[config.mk]
export PLATFORM = sky130hd
export DESIGN_NAME = mux2_rr_arbiter
export DESIGN_NICKNAME = d
export VERILOG_FILES = /design/src/rtl/mux2_rr_arbiter.sv
export SDC_FILE = /design/constraint.sdc
export NUM_CORES = 1
export LEC_CHECK = 0
export CORE_MARGIN = 5
export CORE_UTILIZATION = 47
export DETAILED_ROUTE_END_ITERATION = 8
export PLACE_DENSITY = 0.84
export RECOVER_POWER = 25
export SKIP_CTS_REPAIR_TIMING = 1
export SYNTH_ARGS = -nofsm -noshare
export SYNTH_HDL_FRONTEND = slang
export SYNTH_SLANG_ARGS = --single-unit
[constraint.sdc]
create_clock -name clk -period 4.8 [get_ports clk]
set_clock_uncertainty 0.1 [all_clocks]
set_input_delay 0.72 -clock clk [delete_from_list [all_inputs] [get_ports clk]]
set_output_delay 0.72 -clock clk [all_outputs]
set_load 0.02 [all_outputs]
[src/rtl/mux2_rr_arbiter.sv]
// ============================================================================
// Module   : mux2_rr_arbiter
// Brief    : Round-robin, burst-bounded arbiter that drives the select of a
//            shared 2:1 datapath mux between two valid/ready requesters.
//            Optional per-requester beat counters under MUX2_ARB_STATS_EN.
// Revision : 1.0 - initial release
// ============================================================================
`default_nettype none

module mux2_rr_arbiter #(
    parameter int WIDTH     = 8,
    parameter int MAX_BURST = 4
) (
    input  logic             clk,
    input  logic             reset,
    input  logic             valid0,
    input  logic             valid1,
    input  logic [WIDTH-1:0] data0,
    input  logic [WIDTH-1:0] data1,
    output logic             ready0,
    output logic             ready1,
    output logic             sel,
    output logic             out_valid,
    output logic [WIDTH-1:0] out_data,
    input  logic             out_ready
`ifdef MUX2_ARB_STATS_EN
    ,
    output logic [15:0]      beats0,
    output logic [15:0]      beats1
`endif
);

    localparam logic [7:0] c_max_burst = 8'(MAX_BURST);

    typedef enum logic [1:0] {
        S_IDLE = 2'd0,
        S_GNT0 = 2'd1,
        S_GNT1 = 2'd2
    } state_t;

    state_t     r_state;
    state_t     w_state_next;
    logic [7:0] r_cnt;
    logic [7:0] w_cnt_next;
    logic [7:0] w_cnt_inc;
    logic       r_sel;
    logic       w_sel_next;
    logic       r_last;
    logic       w_last_next;
    logic       w_rearb;
    logic       w_win;
    logic       w_out_valid;
    logic       w_ready0;
    logic       w_ready1;

    assign w_cnt_inc = r_cnt + 8'd1;

    always_comb begin
        w_state_next = r_state;
        w_cnt_next   = r_cnt;
        w_sel_next   = r_sel;
        w_last_next  = r_last;
        w_rearb      = 1'b0;
        w_win        = 1'b0;
        w_out_valid  = 1'b0;
        w_ready0     = 1'b0;
        w_ready1     = 1'b0;

        case (r_state)
            S_GNT0: begin
                w_out_valid = valid0;
                w_ready0    = valid0 & out_ready;
                if (!valid0) begin
                    w_last_next = 1'b0;
                    w_rearb     = 1'b1;
                end else if (w_ready0) begin
                    w_cnt_next = w_cnt_inc;
                    if (w_cnt_inc == c_max_burst) begin
                        w_last_next = 1'b0;
                        w_rearb     = 1'b1;
                    end
                end
            end
            S_GNT1: begin
                w_out_valid = valid1;
                w_ready1    = valid1 & out_ready;
                if (!valid1) begin
                    w_last_next = 1'b1;
                    w_rearb     = 1'b1;
                end else if (w_ready1) begin
                    w_cnt_next = w_cnt_inc;
                    if (w_cnt_inc == c_max_burst) begin
                        w_last_next = 1'b1;
                        w_rearb     = 1'b1;
                    end
                end
            end
            default: begin
                w_rearb = 1'b1;
            end
        endcase

        // Arbitration uses the freshly updated last-served value so a grant
        // ending this cycle hands off directly to a waiting peer.
        if (w_rearb) begin
            if (valid0 && valid1) begin
                w_win = ~w_last_next;
            end else begin
                w_win = valid1;
            end
            if (valid0 || valid1) begin
                w_state_next = w_win ? S_GNT1 : S_GNT0;
                w_sel_next   = w_win;
                w_cnt_next   = 8'd0;
            end else begin
                w_state_next = S_IDLE;
            end
        end
    end

    always_ff @(posedge clk or posedge reset) begin
        if (reset) begin
            r_state <= S_IDLE;
            r_cnt   <= 8'd0;
            r_sel   <= 1'b0;
            r_last  <= 1'b1;
        end else begin
            r_state <= w_state_next;
            r_cnt   <= w_cnt_next;
            r_sel   <= w_sel_next;
            r_last  <= w_last_next;
        end
    end

    assign sel       = r_sel;
    assign out_valid = w_out_valid;
    assign ready0    = w_ready0;
    assign ready1    = w_ready1;
    assign out_data  = r_sel ? data1 : data0;

`ifdef MUX2_ARB_STATS_EN
    logic [15:0] r_beats0;
    logic [15:0] r_beats1;

    always_ff @(posedge clk or posedge reset) begin
        if (reset) begin
            r_beats0 <= 16'd0;
            r_beats1 <= 16'd0;
        end else begin
            if (w_ready0) r_beats0 <= r_beats0 + 16'd1;
            if (w_ready1) r_beats1 <= r_beats1 + 16'd1;
        end
    end

    assign beats0 = r_beats0;
    assign beats1 = r_beats1;
`endif

endmodule

`default_nettype wire

==> out/results.txt, run 1 <==
Yosys cell types: 38
P per Cell Area: 500.3 mW/mm^2
drt pass-1 iters: 4
vias per inst: 5.809
diode count: 0
met3 Use GR: 6.094%
ys flop type: dfrtp_1
met1 Usage GRT: 23.99%
Hold Crit Class: reg2reg
Area Growth Syn to Fin: 40.42%
layout cells sized above 1: 14.17%
global-route wire length before repair: 3953 um
most crowded layer after global routing: met2
CTS tree: done
Max VDD drop: 332.3 uV
post-route cell area: 0.001265 mm^2
met2 Track Usage GR: 31.45%
Least-Margin Pin Slew: 1.237 ns
overall power: 0.6329 mW
largest net degree at the start of global routing: 14
Async S/R FF share, synth: 100.0%
Detailed Place HPWL: 1988 um
DRT iter0 DRCs: 13
CTS Sinks: 12
status: completed
DR vias: 883
floorplan row count: 15
Final Util: 70.95%
startpoint of the worst hold path: r_cnt[7]
most common cell after layout, fill and taps aside: clkdlybuf4s50_1
Post-Route Setup TNS: 0 ns
WS Path Type: in2out
Reg-to-Reg Start: r_state[0]
Synth Warn #: 0
Peak Freq: 0.3317 GHz
CTS clk-pin slew, worst paths: 0.07 ns
max_slew headroom: 17.37%
WP data required: 3.98 ns
Root Driver: clkbuf_4
H-tree depth: 1
CP endpoint kind: output pin
crit path launch type: input port
Max FO, Critical Path: 8
EDFF count, synth: 0
P_leak: 0.5154 nW
cells after synthesis: 95
max-cap violation count: 0
synthesized flop and latch total: 12
Final Hold Viols: 0
Worst-Skew Late Latency: 0.28 ns
die area: 0.002892 mm^2
syn_nets: 119
Slew Viols, Final: 0
most frequent cells in the layout: clkdlybuf4s50_1 (31), dfrtp_1 (11), mux2_2 (8)
RSZ-0062 raised after global routing: no
mapped cell area: 900.9 um^2
total global routing overflow: 0
PortBufs: 32
GP Congestion: 0.8563
crit path from: valid1
core area: 0.001783 mm^2
period utilization: 62.82%
Die Wd: 53.78 um
Hold WS: 0.4259 ns
# IOs: 33
syn avg cell area: 9.483 um^2
Bufs on Longest Clock Path: 2
Cell Area, Placed: 0.001229 mm^2
Routed WL per cell: 16.30 um
initial antenna violation count: 0
CTS buffer count: 3
Final setup viols: 0
NumNets Final: 152
drt total wl: 2478 um
WP data arrival: 2.20 ns
DR DRC count: 0
Seq/Total Area, Yosys: 33.47%
die height: 53.78 um
Initial Util: 50.53%
Detail Route Antenna Nets: 0
vias in the first global route: 868
Period minus WS final: 3.015 ns
All-Layer GR Usage: 19.11%
[Yosys cell counts, types with 3 or more instances]
cell | n | share of area [%]
ha_1 | 3 | 4.2
a311oi_1 | 5 | 4.9
a21oi_1 | 5 | 2.8
nand2_1 | 4 | 1.7
o21ai_0 | 6 | 3.3
dfrtp_1 | 11 | 31
inv_1 | 6 | 2.5
and3_1 | 5 | 3.5
mux2_2 | 8 | 10
nor2_1 | 5 | 2.1
[registers in the layout (all words and copies together), names as in the netlist]
name / count
sel: 1
r_cnt: 8
r_last: 1
r_state: 2
[path summary, 6_finish.rpt]
kind                            depth (start not counted)  slack [ns]   endpoint
worst max-delay path                                    4        1.78  out_valid
worst min-delay path                                    1        0.43   r_cnt[7]
worst max register to register                          6        2.08   r_cnt[7]
worst min register to register                          1        0.43   r_cnt[7]
max in group asynchronous                               2        3.46     r_last
min in group asynchronous                               2        0.79   r_cnt[5]
[final cells by class]
| class | instances | area, um^2 |
|---|---|---|
| fillers | 148 | 518.0 |
| flip-flops and latches | 12 | 301.5 |
| well taps | 25 | 31.28 |
| repair buffers | 32 | 320.3 |
| inverters | 6 | 22.52 |
| clock buffers | 4 | 36.28 |
| multi-input cells | 73 | 553.0 |
[cells by family (layout without fill, tap and decap cells)]
group	Yosys count	in the layout	synth area share, %
buffers and inverters	10	42	5.137
adder cells (fa/ha/maj)	3	3	4.167
AO/OA/AOI/OAI	32	32	26.11
flip-flops	12	12	33.47
AND/OR/NAND/NOR	28	28	18.33
multiplexers	10	10	12.78
[critical path, stage by stage]
cell             delay, ns
clkdlybuf4s50_1       0.58
a22oi_1               0.16
nor2_1                0.12
clkdlybuf4s50_1       0.61
[through the flow]
stage	setup WS, ns	std cells
final	1.785	152
after global routing	1.654	152
after CTS	1.778	152
after detailed placement	1.633	148
after global placement	1.706	148
after floorplan	2.648	95
[report_power, final]
part	internal (mW)	switching (mW)	leakage [nW]
Sequential	0.126	0.0285	0.158
Clock	0.0462	0.0354	0.0210
Combinational	0.187	0.210	0.336
Total	0.359	0.274	0.515
[layer usage]
metal | routed length (um) | vias up
met5 | 0 | -
met4 | 32 | 0
met3 | 141 | 7
met2 | 1259 | 23
met1 | 1044 | 423
li1 | - | 430
Power figures use the tool's default switching activity.
==> inputs of run 2 (changes only) <==
Settings changed: CORE_UTILIZATION 47 to 39, PLACE_DENSITY 0.84 to 0.74.
Clock period 4.8 ns to 2.7 ns, I/O delays scaled along.
==> out/results.txt, run 2 (same netlist as run 1, synthesis figures left out) <==
Top Registers: r_cnt (8), r_state (2)
most common cell after layout, fill and taps aside: clkdlybuf4s50_1
P per Cell Area: 863.2 mW/mm^2
CTS buffer count: 3
status: completed
floorplan row count: 17
All-Layer GR Usage: 15.06%
DR vias: 863
Peak Freq: 0.4042 GHz
Least-Margin Pin Slew: 0.5986 ns
PortBufs: 32
CTS clk-pin slew, worst paths: 0.07 ns
vias per inst: 5.532
die area: 0.003371 mm^2
Area Growth Syn to Fin: 40.56%
Filler Cell Count: 206
Biggest register: r_cnt
CTS Sinks: 12
Detailed Place HPWL: 1832 um
CTS tree: done
WP data arrival: 1.97 ns
core area: 0.002212 mm^2
DRT iter0 DRCs: 18
period utilization: 91.63%
Initial Util: 40.72%
Final Util: 57.24%
Period minus WS final: 2.474 ns
Worst-Skew Late Latency: 0.27 ns
crit path launch type: register
Post-Route Setup TNS: 0 ns
NumNets Final: 153
diode count: 0
CP max stage cell: clkdlybuf4s50_1
largest net degree at the start of global routing: 14
Root Driver: clkbuf_4
Max FO, Critical Path: 10
drt pass-1 iters: 4
P_leak: 0.5148 nW
initial antenna violation count: 0
RSZ-0062 raised after global routing: no
Final Hold Viols: 0
die height: 58.06 um
Max VDD drop: 569.5 uV
GP Congestion: 0.7809
H-tree depth: 1
layout cells sized above 1: 14.06%
max_slew headroom: 59.78%
Final setup viols: 0
WP data required: 2.19 ns
drt total wl: 2342 um
WS Path Type: reg2out
Hold Crit Class: reg2reg
CP Cell Sequence: inv_1 -> ha_1 -> a22oi_1 -> nor2_1 -> clkdlybuf4s50_1
Bufs on Longest Clock Path: 2
# IOs: 33
Slew Viols, Final: 0
CP endpoint kind: output pin
vias in the first global route: 857
Die Wd: 58.06 um
Routed WL per cell: 15.01 um
DR DRC count: 0
max-cap violation count: 0
crit-path max cell delay: 0.61 ns
global-route wire length before repair: 3974 um
total global routing overflow: 0
most frequent cells in the layout: clkdlybuf4s50_1 (31), dfrtp_1 (11), mux2_2 (8)
Detail Route Antenna Nets: 0
max reg flops: 8
-- run 2: cell count changes in the layout (fill, tap and decap cells not counted), sizes merged --
cell  previous run  this run
buf              0         1
-- run 2: metal layers --
layer / global-route usage, % / vias to the layer above / routed length, um
li1: - / 434 / -
met1: 21.44 / 413 / 1144
met2: 22.74 / 14 / 1127
met3: 2.895 / 2 / 55
met4: 4.967 / 0 / 15
met5: 0 / - / 0
-- run 2: power breakdown --
group	internal, mW	leakage, nW	total, mW	switching [mW]
combinational	0.336	0.341	0.704	0.368
sequential	0.224	0.158	0.273	0.0493
clock	0.0571	0.0150	0.116	0.0593
total	0.616	0.515	1.09	0.477
-- run 2: stage by stage --
step / setup WS (ns) / cells / total power [mW] / hold WS [ns] / cell area [um^2]
floorplan: 0.7171 / 95 / 0.7727 / 0.1690 / 900.9
finish: 0.2259 / 156 / 1.093 / 0.4247 / 1266
global route: 0.07807 / 156 / 1.181 / 0.4574 / 1266
detailed placement: 0.2017 / 152 / 0.9751 / 0.4161 / 1240
CTS: 0.2083 / 156 / 1.098 / 0.3555 / 1266
global placement: 0.2564 / 152 / 0.9616 / 0.4049 / 1240
-- run 2: final timing paths --
path	startpoint	to	slack (ns)	cells past startpoint
min	r_cnt[7]	r_cnt[7]	0.42	1
min in group asynchronous	reset	r_cnt[4]	0.48	2
max in group asynchronous	reset	r_last	1.68	2
max	r_state[0]	out_valid	0.23	5
min reg2reg	r_cnt[7]	r_cnt[7]	0.42	1
max reg2reg	r_cnt[0]	r_state[1]	0.54	5
-- run 2: area by class of cell --
class / instances / area (um^2) / share of cell area (%)
Timing Repair Buffer: 33 / 327.8 / 25.89
Clock buffer: 4 / 26.28 / 2.075
Inverter: 6 / 22.52 / 1.779
Sequential cell: 12 / 301.5 / 23.81
Tap cell: 28 / 35.03 / 2.767
Multi-Input combinational cell: 73 / 553.0 / 43.68
-- run 2: worst max-delay path, delay by kind of cell, from the launching register on --
family,cells,cell delay [ns]
buf+inv,2,0.70
simple gates,1,0.11
compound gates,1,0.17
flops,1,0.39
fa+ha+maj,1,0.32
